===== src/rtl/vend_pkg.sv =====
// Shared types and coin helpers for the vending controller family.
package vend_pkg;

    localparam int unsigned PENNY   = 1;
    localparam int unsigned NICKEL  = 5;
    localparam int unsigned DIME    = 10;
    localparam int unsigned QUARTER = 25;

    typedef enum logic [1:0] {
        COIN_PENNY   = 2'd0,
        COIN_NICKEL  = 2'd1,
        COIN_DIME    = 2'd2,
        COIN_QUARTER = 2'd3
    } coin_t;

    typedef enum logic [2:0] {
        ERR_NONE        = 3'd0,
        ERR_BAD_PRODUCT = 3'd1,
        ERR_SOLD_OUT    = 3'd2,
        ERR_NO_CREDIT   = 3'd3,
        ERR_BUSY        = 3'd4,
        ERR_COIN_REJECT = 3'd5
    } err_t;

    typedef enum logic {
        IDLE   = 1'b0,
        CHANGE = 1'b1
    } state_t;

    function automatic logic [4:0] coin_value(input coin_t c);
        case (c)
            COIN_PENNY:   coin_value = 5'(PENNY);
            COIN_NICKEL:  coin_value = 5'(NICKEL);
            COIN_DIME:    coin_value = 5'(DIME);
            default:      coin_value = 5'(QUARTER);
        endcase
    endfunction

endpackage


===== src/rtl/vend_change_dispenser.sv =====
// Greedy change selector: picks the largest coin not exceeding credit and
// returns the decremented credit.
module vend_change_dispenser
    import vend_pkg::*;
#(
    parameter int unsigned CW = 8
) (
    input  logic [CW-1:0] credit,
    input  logic          en,
    output logic          coin_valid,
    output coin_t         coin,
    output logic [CW-1:0] credit_next,
    output logic          done
);

    always_comb begin
        if (credit >= CW'(QUARTER)) begin
            coin = COIN_QUARTER;
        end else if (credit >= CW'(DIME)) begin
            coin = COIN_DIME;
        end else if (credit >= CW'(NICKEL)) begin
            coin = COIN_NICKEL;
        end else begin
            coin = COIN_PENNY;
        end
        coin_valid  = en && (credit != '0);
        credit_next = coin_valid ? credit - CW'(coin_value(coin)) : credit;
        done        = coin_valid && (credit_next == '0);
    end

endmodule


===== src/rtl/vend_controller_p.sv =====
// Parametrised vending controller: credit accumulation, per-product stock,
// coded errors, greedy refund and restock.
module vend_controller_p
    import vend_pkg::*;
#(
    parameter int unsigned              N_PROD     = 4,
    parameter int unsigned              CW         = 8,
    parameter logic [N_PROD*CW-1:0]     PRICES     = {8'd100, 8'd75, 8'd50, 8'd65},
    parameter int unsigned              STOCK_W    = 4,
    parameter int unsigned              STOCK_INIT = 5,
    parameter int unsigned              MAX_CREDIT = 200
) (
    input  logic                      clk,
    input  logic                      reset,
    input  logic                      coin_valid,
    input  logic [1:0]                coin_type,
    input  logic                      buy,
    input  logic [$clog2(N_PROD)-1:0] product,
    input  logic                      cancel,
    input  logic                      restock,
    output logic                      vend_valid,
    output logic [$clog2(N_PROD)-1:0] vend_product,
    output logic                      error,
    output logic [2:0]                err_code,
    output logic [CW-1:0]             credit,
    output logic                      change_valid,
    output logic [1:0]                change_coin,
    output logic                      busy
);

    localparam int unsigned PW = $clog2(N_PROD);
    localparam int unsigned EW = CW + 1;

    state_t              state_q, state_d;
    logic [CW-1:0]       credit_q, credit_d;
    logic [STOCK_W-1:0]  stock_q [N_PROD];
    logic [STOCK_W-1:0]  stock_d [N_PROD];
    logic                vend_valid_q, vend_valid_d;
    logic [PW-1:0]       vend_product_q, vend_product_d;
    logic                error_q, error_d;
    logic [2:0]          err_code_q, err_code_d;
    logic                change_valid_q, change_valid_d;
    logic [1:0]          change_coin_q, change_coin_d;

    logic [CW-1:0]       price_tab [N_PROD];
    logic [CW-1:0]       price;
    logic                prod_ok;
    logic [PW-1:0]       prod_idx;
    logic [EW-1:0]       coin_val;
    logic [EW-1:0]       base;
    logic [EW-1:0]       sum;
    logic                buy_ok;
    logic                ret_coin;
    logic                disp_en;
    err_t                err;

    logic                disp_valid;
    coin_t               disp_coin;
    logic [CW-1:0]       disp_credit;
    logic                disp_done;

    for (genvar g = 0; g < N_PROD; g++) begin : g_price
        assign price_tab[g] = PRICES[g*CW +: CW];
    end

    vend_change_dispenser #(.CW(CW)) u_disp (
        .credit      (credit_q),
        .en          (disp_en),
        .coin_valid  (disp_valid),
        .coin        (disp_coin),
        .credit_next (disp_credit),
        .done        (disp_done)
    );

    always_comb begin
        state_d        = state_q;
        credit_d       = credit_q;
        stock_d        = stock_q;
        vend_valid_d   = 1'b0;
        vend_product_d = '0;
        change_valid_d = 1'b0;
        change_coin_d  = '0;
        err            = ERR_NONE;
        buy_ok         = 1'b0;
        ret_coin       = 1'b0;
        disp_en        = 1'b0;

        prod_ok  = 32'(product) < 32'(N_PROD);
        prod_idx = prod_ok ? product : '0;
        price    = price_tab[prod_idx];
        coin_val = EW'(coin_value(coin_t'(coin_type)));
        base     = EW'(credit_q);
        sum      = EW'(credit_q);

        case (state_q)
            IDLE: begin
                if (buy) begin
                    if (cancel)                          err = ERR_BUSY;
                    else if (!prod_ok)                   err = ERR_BAD_PRODUCT;
                    else if (stock_q[prod_idx] == '0)    err = ERR_SOLD_OUT;
                    else if (credit_q < price)           err = ERR_NO_CREDIT;
                    else                                 buy_ok = 1'b1;
                end
                // The coin ceiling is checked against credit after any price deduction.
                base = buy_ok ? EW'(credit_q) - EW'(price) : EW'(credit_q);
                sum  = base;
                if (coin_valid) begin
                    if (base + coin_val > EW'(MAX_CREDIT)) begin
                        ret_coin = 1'b1;
                        if (err == ERR_NONE) err = ERR_COIN_REJECT;
                    end else begin
                        sum = base + coin_val;
                    end
                end
                credit_d = CW'(sum);
                if (buy_ok) begin
                    vend_valid_d   = 1'b1;
                    vend_product_d = product;
                    if (!restock) stock_d[prod_idx] = stock_q[prod_idx] - STOCK_W'(1);
                end
                if (restock) begin
                    for (int unsigned i = 0; i < N_PROD; i++) stock_d[i] = STOCK_W'(STOCK_INIT);
                end
                if (cancel && (sum != '0)) state_d = CHANGE;
            end
            CHANGE: begin
                if (buy) err = ERR_BUSY;
                if (coin_valid) begin
                    ret_coin = 1'b1;
                    if (err == ERR_NONE) err = ERR_COIN_REJECT;
                end else begin
                    disp_en  = 1'b1;
                    credit_d = disp_credit;
                    if (disp_done || !disp_valid) state_d = IDLE;
                end
            end
            default: state_d = IDLE;
        endcase

        if (ret_coin) begin
            change_valid_d = 1'b1;
            change_coin_d  = coin_type;
        end else if (disp_valid) begin
            change_valid_d = 1'b1;
            change_coin_d  = disp_coin;
        end
        error_d    = (err != ERR_NONE);
        err_code_d = err;
    end

    always_ff @(posedge clk) begin
        if (reset) begin
            state_q        <= IDLE;
            credit_q       <= '0;
            vend_valid_q   <= 1'b0;
            vend_product_q <= '0;
            error_q        <= 1'b0;
            err_code_q     <= '0;
            change_valid_q <= 1'b0;
            change_coin_q  <= '0;
            for (int unsigned i = 0; i < N_PROD; i++) stock_q[i] <= STOCK_W'(STOCK_INIT);
        end else begin
            state_q        <= state_d;
            credit_q       <= credit_d;
            vend_valid_q   <= vend_valid_d;
            vend_product_q <= vend_product_d;
            error_q        <= error_d;
            err_code_q     <= err_code_d;
            change_valid_q <= change_valid_d;
            change_coin_q  <= change_coin_d;
            stock_q        <= stock_d;
        end
    end

    assign vend_valid   = vend_valid_q;
    assign vend_product = vend_product_q;
    assign error        = error_q;
    assign err_code     = err_code_q;
    assign credit       = credit_q;
    assign change_valid = change_valid_q;
    assign change_coin  = change_coin_q;
    assign busy         = (state_q == CHANGE);

endmodule


===== config.mk =====
export PLATFORM = sky130hd
export DESIGN_NAME = vend_controller_p
export DESIGN_NICKNAME = d
export VERILOG_FILES = /design/src/rtl/vend_pkg.sv /design/src/rtl/vend_change_dispenser.sv /design/src/rtl/vend_controller_p.sv
export SDC_FILE = /design/constraint.sdc
export NUM_CORES = 1
export LEC_CHECK = 0
export ABC_AREA = 1
export ABC_CLOCK_PERIOD_IN_PS = 4600
export CAP_MARGIN = 15
export CORE_MARGIN = 1
export CORE_UTILIZATION = 52
export DETAILED_ROUTE_END_ITERATION = 16
export HOLD_SLACK_MARGIN = 0.05
export PLACE_DENSITY = 0.88
export SLEW_MARGIN = 30
export SYNTH_ARGS = -nofsm -noshare
export SYNTH_HDL_FRONTEND = slang
export SYNTH_SLANG_ARGS = --single-unit

===== constraint.sdc =====
create_clock -name clk -period 4.6 [get_ports clk]
set_input_delay 0.69 -clock clk [delete_from_list [all_inputs] [get_ports clk]]
set_output_delay 0.69 -clock clk [all_outputs]
set_load 0.02 [all_outputs]

==> impl_metrics.json <==
{
  "status": "finished clean",
  "synth_cell_types": 45,
  "postLayoutCellArea_mm2": 0.00413,
  "grt_usage_pct": 30.2,
  "ys_top_cells_by_count": "nand2_1 (119), inv_1 (55), dfxtp_1 (35)",
  "area_growth_pct": 38.0,
  "setup.worst_path.start": "product[0]",
  "crit_buf_inv": 7,
  "ys_warn_count": 0,
  "port_buffers": 28,
  "syn_area_per_cell_um2": 6.75,
  "required_ns": 4.78,
  "syn_nets": 479,
  "placed_area_mm2": 0.00377,
  "drt_first_pass_iters": 5,
  "worstHoldPathCells": 2,
  "viasPerCell": 5.86,
  "diodes": 0,
  "path_delay_family": "simple AND/OR/NAND/NOR gates",
  "cp.depth": 29,
  "synth_ff_type": "dfxtp_1",
  "relSlewSlack_pct": 44.0,
  "power_density_mw_per_mm2": 385,
  "fin_crit_sh_pct": 97.1,
  "setup_viol": 0,
  "cts_root_buffer": "clkbuf_8",
  "p_seq_share_pct": 23.7,
  "cts_tree": "built",
  "path_max_fanout": 7,
  "wirelength_mm": 9.89,
  "cp_slowest_stage_delay_ns": 0.38,
  "finalHoldWorstSlack_ns": 0.465,
  "start_util_pct": 54.0,
  "hp-start": "stock_q[5]",
  "antenna_found_initial": 0,
  "grt_max_degree": 21,
  "die-area_mm2": 0.00606,
  "grt_pass1_vias": 3152,
  "syn_inst": 443,
  "tns_ns": 0,
  "p_leak_nw": 2.00,
  "post-dp-hpwl_mm": 6.62,
  "r2r-start": "credit[2]",
  "worstMarginPinSlew_ns": 0.837,
  "swShare_pct": 43.6,
  "clkSlewWorstSetupHoldPaths_ns": 0.08,
  "worst-r2r-setup-slack_ns": 0.49,
  "p_comb_share_pct": 58.5,
  "holdCritPathClass": "reg -> reg",
  "synth-edff-count": 0,
  "clk_latency_ns": 0.29,
  "slew_viol_final": 0,
  "vias": 3570,
  "reg2reg_to": "err_code[0]",
  "core-area_mm2": 0.00554,
  "total_power_mw": 1.59,
  "p_sw_uw": 693,
  "place_ws_ns": -0.503,
  "slowest_stage": "fa_2",
  "min_to": "stock_q[5]",
  "fin_skew_ns": 0.00673,
  "end_kind": "register",
  "synth.most_common_cell": "nand2_1",
  "wl_per_cell_um": 16.2,
  "synth_top_area_share_pct": 23.4,
  "ff2ff_path_depth": 28,
  "synth-async-reset-ratio_pct": 0,
  "p_int_uw": 896,
  "arrival_ns": 4.64,
  "gp_congestion": 0.954,
  "hold_viol": 0,
  "maxCapViolations": 0,
  "synth.area.top_cells": "dfxtp_1 (23%), nand2_1 (15%), ha_1 (9.6%)",
  "htreeDepth": 2,
  "ir_drop_uv": 298,
  "synth-seq-area-share_pct": 23.4,
  "fin_ws_ns": 0.136,
  "drtAntennaViolNets": 0,
  "crit_type": "in -> reg",
  "clock.fmax_ghz": 0.224,
  "syn_area_mm2": 0.00299,
  "holdBufCountCts": 0,
  "grt_first_pass_wirelength_mm": 14.6,
  "ios": 29,
  "drc": 0,
  "pwr-share-clk_pct": 17.8,
  "rows": 27,
  "cp-start-kind": "input pin",
  "yosys.area.top_type": "dfxtp_1",
  "clock-sinks": 35,
  "die_w_um": 77.8,
  "globalRouteOverflowTotal": 0,
  "die_h_um": 77.8,
  "clk_path_buf_depth": 2,
  "cts_made_buffers": 5,
  "drive_gt1_share_pct": 28.5,
  "final.min_clock_period_ns": 4.46,
  "layout.nets": 572,
  "ys_ff_latch": 35,
  "dr.first_iter.drc_count": 468
}
[sequential cells by signal (all words and copies together) (netlist names)]
register      cells
credit            8
busy              1
stock_q          16
error             1
err_code          3
change_coin       2
vend_valid        1
change_valid      1
vend_product      2
[worst max path at each step]
stage                        to  slack [ns]
floorplan                  busy        0.18
global placement           busy       -0.37
detailed placement         busy       -0.50
CTS                        busy       0.004
global route               busy       -0.07
finish              err_code[0]        0.14
[per-stage QoR]
stage | utilization (%) | instances
floorplan | - | 443
global placement | 68.1 | 593
detailed placement | 68.1 | 593
CTS | 71.5 | 604
global route | 74.5 | 609
finish | 74.5 | 609
[cells by family after synthesis]
| logic type | synth area share [%] |
|---|---|
| muxes | 0.669 |
| AOI/OAI and AO/OA | 14.8 |
| and+or+nand+nor | 36.3 |
| adders and majority gates | 11.6 |
| buffers and inverters | 10.3 |
| DFF | 23.4 |
| xor gates and xnor gates | 2.93 |
[metal layers]
metal  share of wire, %  vias to the layer above  global-route usage [%]
li1                   -                     1648                       -
met1                 40                     1622                    38.3
met2                 48                      254                    53.1
met3                9.0                       46                    3.18
met4                3.7                        0                    9.43
met5                  0                        -                       0
[cell usage in the layout, fill, tap and decap left out, types with 5 or more instances in the layout]
master / count
nand2_1: 106
buf_4: 65
inv_1: 51
dfxtp_1: 35
a21oi_1: 29
nor2_1: 28
nand3_1: 27
clkdlybuf4s50_1: 26
nand2_2: 20
ha_1: 14
nand4_1: 13
inv_2: 11
xor2_1: 10
o211ai_1: 8
o21ai_0: 7
ha_4: 7
nand3_2: 6
o21ai_1: 5
nor3_1: 5
clkbuf_8: 5
[power by group through the flow]
stage / combinational (mW) / sequential [mW] / clock [mW]
after floorplan: 0.488 / 0.388 / 0
after global placement: 0.777 / 0.376 / 0
after detailed placement: 0.810 / 0.376 / 0
after CTS: 0.843 / 0.369 / 0.279
after global routing: 1.00 / 0.380 / 0.291
final: 0.930 / 0.376 / 0.283
[worst reg2reg max path: cells and delay by family, from the launching register on]
| family | cells | cell delay (ns) |
|---|---|---|
| adder cells (fa/ha/maj) | 2 | 0.55 |
| flip-flops | 1 | 0.60 |
| AO/OA/AOI/OAI | 4 | 0.55 |
| buffers and inverters | 6 | 0.63 |
| AND/OR/NAND/NOR | 16 | 1.67 |
[what timing repair did]
| action | 4_1_cts | 5_1_grt |
|---|---|---|
| setup buffers | 3 | 4 |
| pin swaps | 9 | 20 |
| gates cloned | 0 | 1 |
| endpoints found under the setup margin | 15 | 15 |
| resized for setup | 17 | 34 |
[area by class of cell]
class	instances	area, um2
Timing Repair Buffer	96	808
Tap cell	72	90.1
Clock inverter	3	43.8
Fill cell	389	1410
Sequential cell	35	701
Multi-Input combinational cell	334	2170
Inverter	64	250
Clock buffer	5	68.8
Note: power is estimated with default switching activity, not from simulation.
